`src/rtl/trap_ctrl_pkg.sv`:
```
// Shared definitions for the machine-mode trap controller: data width,
// owned CSR addresses, trap cause codes and the controller state enum.
package trap_ctrl_pkg;

    localparam int XLEN = 32;

    localparam logic [11:0] CSR_MTVEC  = 12'h305;
    localparam logic [11:0] CSR_MEPC   = 12'h341;
    localparam logic [11:0] CSR_MCAUSE = 12'h342;
    localparam logic [11:0] CSR_MTVAL  = 12'h343;

    typedef enum logic [3:0] {
        CAUSE_INSN_MISALIGNED = 4'd0,
        CAUSE_ILLEGAL_INSN    = 4'd2,
        CAUSE_BREAKPOINT      = 4'd3,
        CAUSE_ECALL_M         = 4'd11
    } trap_cause_e;

    typedef enum logic [1:0] {
        ST_IDLE,
        ST_DRAIN,
        ST_REDIRECT
    } trap_state_e;

    function automatic logic csr_is_owned(input logic [11:0] addr);
        return (addr == CSR_MTVEC) || (addr == CSR_MEPC) ||
               (addr == CSR_MCAUSE) || (addr == CSR_MTVAL);
    endfunction

endpackage

```
`src/rtl/trap_csr_regs.sv`:
```
// mtvec/mepc/mcause/mtval storage with write masking and the CSR read mux.
// A trap latch overrides a same-cycle CSR write to mepc/mcause/mtval.
module trap_csr_regs
    import trap_ctrl_pkg::*;
#(
    parameter logic [XLEN-1:0] RESET_MTVEC = '0
) (
    input  logic            clk,
    input  logic            rst,
    input  logic [11:0]     csr_addr,
    input  logic            csr_write_en,
    input  logic [XLEN-1:0] csr_write_data,
    input  logic            trap_latch,
    input  logic [XLEN-1:0] trap_pc,
    input  logic [3:0]      trap_cause,
    input  logic [XLEN-1:0] trap_tval,
    output logic [XLEN-1:0] mtvec,
    output logic [XLEN-1:0] mepc,
    output logic            csr_hit,
    output logic [XLEN-1:0] csr_read_data
);

    localparam logic [XLEN-1:0] MTVEC_MASK = {{(XLEN-2){1'b1}}, 2'b00};
    localparam logic [XLEN-1:0] MEPC_MASK  = {{(XLEN-1){1'b1}}, 1'b0};

    logic [XLEN-1:0] mcause;
    logic [XLEN-1:0] mtval;

    always_ff @(posedge clk or posedge rst) begin
        if (rst) begin
            mtvec  <= RESET_MTVEC & MTVEC_MASK;
            mepc   <= '0;
            mcause <= '0;
            mtval  <= '0;
        end else begin
            if (csr_write_en && csr_addr == CSR_MTVEC)
                mtvec <= csr_write_data & MTVEC_MASK;
            if (trap_latch) begin
                mepc   <= trap_pc & MEPC_MASK;
                mcause <= {{(XLEN-4){1'b0}}, trap_cause};
                mtval  <= trap_tval;
            end else if (csr_write_en) begin
                case (csr_addr)
                    CSR_MEPC:   mepc   <= csr_write_data & MEPC_MASK;
                    CSR_MCAUSE: mcause <= csr_write_data;
                    CSR_MTVAL:  mtval  <= csr_write_data;
                    default:    ;
                endcase
            end
        end
    end

    always_comb begin
        csr_hit       = csr_is_owned(csr_addr);
        csr_read_data = '0;
        case (csr_addr)
            CSR_MTVEC:  csr_read_data = mtvec;
            CSR_MEPC:   csr_read_data = mepc;
            CSR_MCAUSE: csr_read_data = mcause;
            CSR_MTVAL:  csr_read_data = mtval;
            default:    csr_read_data = '0;
        endcase
    end

endmodule

```
`src/rtl/trap_ctrl.sv`:
```
// Machine-mode trap controller: accepts exceptions/MRET, flushes and drains
// the pipeline, then issues a single fetch redirect.
//
//   state       | meaning
//   ST_IDLE     | ready for an exception or MRET request
//   ST_DRAIN    | flushing, waiting for pipeline_empty
//   ST_REDIRECT | one-cycle redirect pulse to the latched target
module trap_ctrl
    import trap_ctrl_pkg::*;
#(
    parameter logic [XLEN-1:0] RESET_MTVEC = '0
) (
    input  logic            clk,
    input  logic            rst,
    input  logic            exc_valid,
    output logic            exc_ready,
    input  logic [3:0]      exc_cause,
    input  logic [XLEN-1:0] exc_pc,
    input  logic [XLEN-1:0] exc_tval,
    input  logic            mret_valid,
    input  logic            pipeline_empty,
    output logic            flush,
    output logic            redirect_valid,
    output logic [XLEN-1:0] redirect_target,
    input  logic [11:0]     csr_addr,
    input  logic            csr_write_en,
    input  logic [XLEN-1:0] csr_write_data,
    output logic            csr_hit,
    output logic [XLEN-1:0] csr_read_data
);

    trap_state_e     state, state_nxt;
    logic            accept_exc;
    logic            accept_mret;
    logic [XLEN-1:0] target;
    logic [XLEN-1:0] mtvec;
    logic [XLEN-1:0] mepc;

    trap_csr_regs #(.RESET_MTVEC(RESET_MTVEC)) u_regs (
        .clk            (clk),
        .rst            (rst),
        .csr_addr       (csr_addr),
        .csr_write_en   (csr_write_en),
        .csr_write_data (csr_write_data),
        .trap_latch     (accept_exc),
        .trap_pc        (exc_pc),
        .trap_cause     (exc_cause),
        .trap_tval      (exc_tval),
        .mtvec          (mtvec),
        .mepc           (mepc),
        .csr_hit        (csr_hit),
        .csr_read_data  (csr_read_data)
    );

    always_ff @(posedge clk or posedge rst) begin
        if (rst) state <= ST_IDLE;
        else     state <= state_nxt;
    end

    always_comb begin
        state_nxt      = state;
        exc_ready      = 1'b0;
        flush          = 1'b0;
        redirect_valid = 1'b0;
        accept_exc     = 1'b0;
        accept_mret    = 1'b0;
        case (state)
            ST_IDLE: begin
                exc_ready = 1'b1;
                if (exc_valid) begin
                    accept_exc = 1'b1;
                    state_nxt  = ST_DRAIN;
                end else if (mret_valid) begin
                    accept_mret = 1'b1;
                    state_nxt   = ST_DRAIN;
                end
            end
            ST_DRAIN: begin
                flush = 1'b1;
                if (pipeline_empty) state_nxt = ST_REDIRECT;
            end
            ST_REDIRECT: begin
                flush          = 1'b1;
                redirect_valid = 1'b1;
                state_nxt      = ST_IDLE;
            end
            default: state_nxt = ST_IDLE;
        endcase
    end

    // Target is captured from pre-write mtvec/mepc so a same-cycle CSR write
    // cannot steer the trap being accepted.
    always_ff @(posedge clk or posedge rst) begin
        if (rst)              target <= '0;
        else if (accept_exc)  target <= mtvec;
        else if (accept_mret) target <= mepc;
    end

    assign redirect_target = redirect_valid ? target : '0;

endmodule
```
`config.mk`:
```
export PLATFORM = sky130hd
export DESIGN_NAME = trap_ctrl
export DESIGN_NICKNAME = d
export VERILOG_FILES = /design/src/rtl/trap_ctrl_pkg.sv /design/src/rtl/trap_csr_regs.sv /design/src/rtl/trap_ctrl.sv
export SDC_FILE = /design/constraint.sdc
export NUM_CORES = 1
export LEC_CHECK = 0
export ABC_AREA = 1
export CAP_MARGIN = 5
export CELL_PAD_IN_SITES_DETAIL_PLACEMENT = 1
export CELL_PAD_IN_SITES_GLOBAL_PLACEMENT = 1
export CORE_MARGIN = 5
export CORE_UTILIZATION = 30
export CTS_BUF_LIST = sky130_fd_sc_hd__clkbuf_8
export DETAILED_ROUTE_END_ITERATION = 6
export HOLD_SLACK_MARGIN = 0.03
export PLACE_DENSITY_LB_ADDON = 0.3
export SLEW_MARGIN = 20
export SYNTH_ARGS = -nofsm -noshare
export SYNTH_HDL_FRONTEND = slang
export SYNTH_SLANG_ARGS = --single-unit
```
`constraint.sdc`:
```
create_clock -name clk -period 7.65 [get_ports clk]
set_input_delay 2.295 -clock clk [delete_from_list [all_inputs] [get_ports clk]]
set_output_delay 2.295 -clock clk [all_outputs]
set_load 0.05 [all_outputs]
```
==> metrics.cfg <==
[run_status]
result_of_the_run=complete, no violations

[detailed_routing]
vias=8406
route.detailed.wl_per_inst_um=18.0
drt_first_pass_iters=5
avg_vias_per_cell=4.75
dr.first_iter.drc_count=608
drc_errors=0
drt.antenna.violating_nets=0
finalWirelength_mm=31.8

[clocking]
clk_latency_ps=460
h-tree-depth=4
clock_path_buffers=2
cts_sinks=158
cts_hold_buf=0
clkTransAtPathRegs_ps=80
post-cts-setup-buffer-count=0
cts_inserted_buffers=17
cts-resized-gates=0
cts_root_buf=sky130_fd_sc_hd__clkbuf_8
tritoncts=done

[floorplanning]
start_util_pct=30.3
floorplan.die_area_um2=32300
std_cell_rows=62
io-pin-count=186
die_w_um=180
fp.dieH_um=180
placeableCoreArea_um2=28500

[sta]
setup_tns_ps=0
grt_setup_unrepaired=false
finalHoldWorstSlack_ps=513
final_number_of_hold_violating_endpoints=0
final_period_utilization_pct=92.8
fmaxAchievable_mhz=141
fin_skew_ps=20.0
maxSlewViolCount=0
setup-violations-final=0
max_slew_margin_pct=44.9
min_period_ps=7100
tightest_slew_ps=823

[global_routing]
grt_first_pass_wirelength_mm=49.7
antenna_violations_before_repair=3
grt_overflow_total=0
grt_util_all_layers_pct=19.2
grt_start_max_net_pins=66
first_global_vias=8575

[power_and_ir_drop]
max-vdd-ir-drop_mv=0.0933
leakagePower_nw=5.68
pwr_density_cell_nw_per_um2=264

[hold_path]
holdCritPathClass=flop to flop
hold-path-cell-count=2

[flow_run]
drv_cap=0

[critical_path]
arrival_ps=4810
crit_path_end_kind=output pin
startpoint_type=input port
minimum_setup_slack_among_reg_to_reg_paths_ps=4680
worst-r2r-cell-count=7
required_ps=5360
path_max_fanout=15
critPathKind=input port to output pin

[logic_synthesis]
yosys_register_bits=158
mappedNetlistNets=1347
syn-mean-instance-area_um2=7.06
synth-seq-area-share_pct=45.8
synth_area_um2=8640
yosysWarnings=0
synth.lib_cells_used.distinct=26
synth_cells=1224

[place]
port-buffer-count=183
place_hpwl_mm=22.7
place.gp.congestion=0.803
placed_area_um2=11000

[final_layout]
layout.cells.most_common=sky130_fd_sc_hd__nand2_1
design_area_um2=11400
area.growth.synth_to_final_pct=31.7
most-common-layout-cells=sky130_fd_sc_hd__nand2_1 (420), sky130_fd_sc_hd__dfrtp_1 (158), sky130_fd_sc_hd__o21ai_0 (154), sky130_fd_sc_hd__clkdlybuf4s50_1 (150), sky130_fd_sc_hd__nand3_1 (141)
layout.nets=1492
drive_above_1_share_pct=7.38

==> power breakdown <==
group	leakage [nW]	internal [W]	switching, W	total (W)
logic	3.55	0.000373	0.000797	0.00117
registers	1.95	0.00108	0.000152	0.00123
clock network	0.180	0.000265	0.000338	0.000603
total	5.68	0.00172	0.00129	0.00301
==> synth_stat cells (all sizes together) <==
cell type | n | area [µm²]
nand2 | 425 | 1610
dfrtp | 158 | 3950
inv | 137 | 514
ha | 5 | 62.6
conb | 1 | 3.75
nand3 | 144 | 736
clkbuf | 32 | 120
or2 | 15 | 93.8
a21oi | 24 | 120
o21ai | 163 | 816
nand3b | 1 | 20.0
nor2 | 70 | 294
buf | 45 | 268
and2 | 2 | 12.5
nor3 | 2 | 15.0
==> flip-flops by register name (all words and copies together), names as in the netlist <==
name and cells:
u_regs.mtvec 30, u_regs.mepc 31, u_regs.mtval 32, u_regs.mcause 32, state 2, target 31
==> final timing paths <==
path,from,to
max in group asynchronous,rst,u_regs.mcause[25]$_DFFE_PP0P_
setup / recovery,csr_addr[0],csr_read_data[18]
setup reg to reg,state[1]$_DFFE_PP0P_,target[29]$_DFFE_PP0P_
hold reg to reg,target[12]$_DFFE_PP0P_,target[12]$_DFFE_PP0P_
hold / removal,target[12]$_DFFE_PP0P_,target[12]$_DFFE_PP0P_
min in group asynchronous,rst,target[3]$_DFFE_PP0P_
==> metrics by stage <==
stage	power (W)	instances	setup slack (ps)	util, %
after floorplan	0.00200	1224	1090	-
after global placement	0.00239	1734	628	38.5
after detailed placement	0.00243	1734	626	38.5
after CTS	0.00304	1766	619	39.8
after global routing	0.00321	1769	343	39.8
final	0.00301	1770	549	39.8
==> metal layers <==
metal	wire length [µm]	vias up	global-route usage, %
met2	13700	195	28.3
met1	16100	4058	28.9
met3	1320	31	3.03
met5	0	-	0
met4	785	0	6.19
li1	-	4122	-
==> cell families after synthesis <==
kind of cell / share of synthesized area (%)
AO/OA/AOI/OAI: 10.8
adder cells (fa/ha/maj): 0.724
other: 0.0434
flip-flops: 45.8
AND/OR/NAND/NOR: 32.2
buffers and inverters: 10.4
==> worst max-delay path, stage by stage <==
cell                              delay, ps
sky130_fd_sc_hd__clkdlybuf4s50_1        450
sky130_fd_sc_hd__inv_1                   60
sky130_fd_sc_hd__nor2_1                 100
sky130_fd_sc_hd__nand2_1                160
sky130_fd_sc_hd__nor2_4                 320
sky130_fd_sc_hd__nand2_1                400
sky130_fd_sc_hd__o21ai_0                570
sky130_fd_sc_hd__inv_1                  110
sky130_fd_sc_hd__nand2_1                170
sky130_fd_sc_hd__buf_12                 160
==> final cells by class <==
cell class                      instances  area (µm²)
Sequential cell                       158        3950
Clock buffer                           18         248
Fill cell                            3623       17200
Multi-Input combinational cell        852        3790
Antenna cell                            4        10.0
Clock inverter                         14         120
Timing Repair Buffer                  203        2250
Tap cell                              384         480
Inverter                              137         519
(Power assumes the default switching activity.)
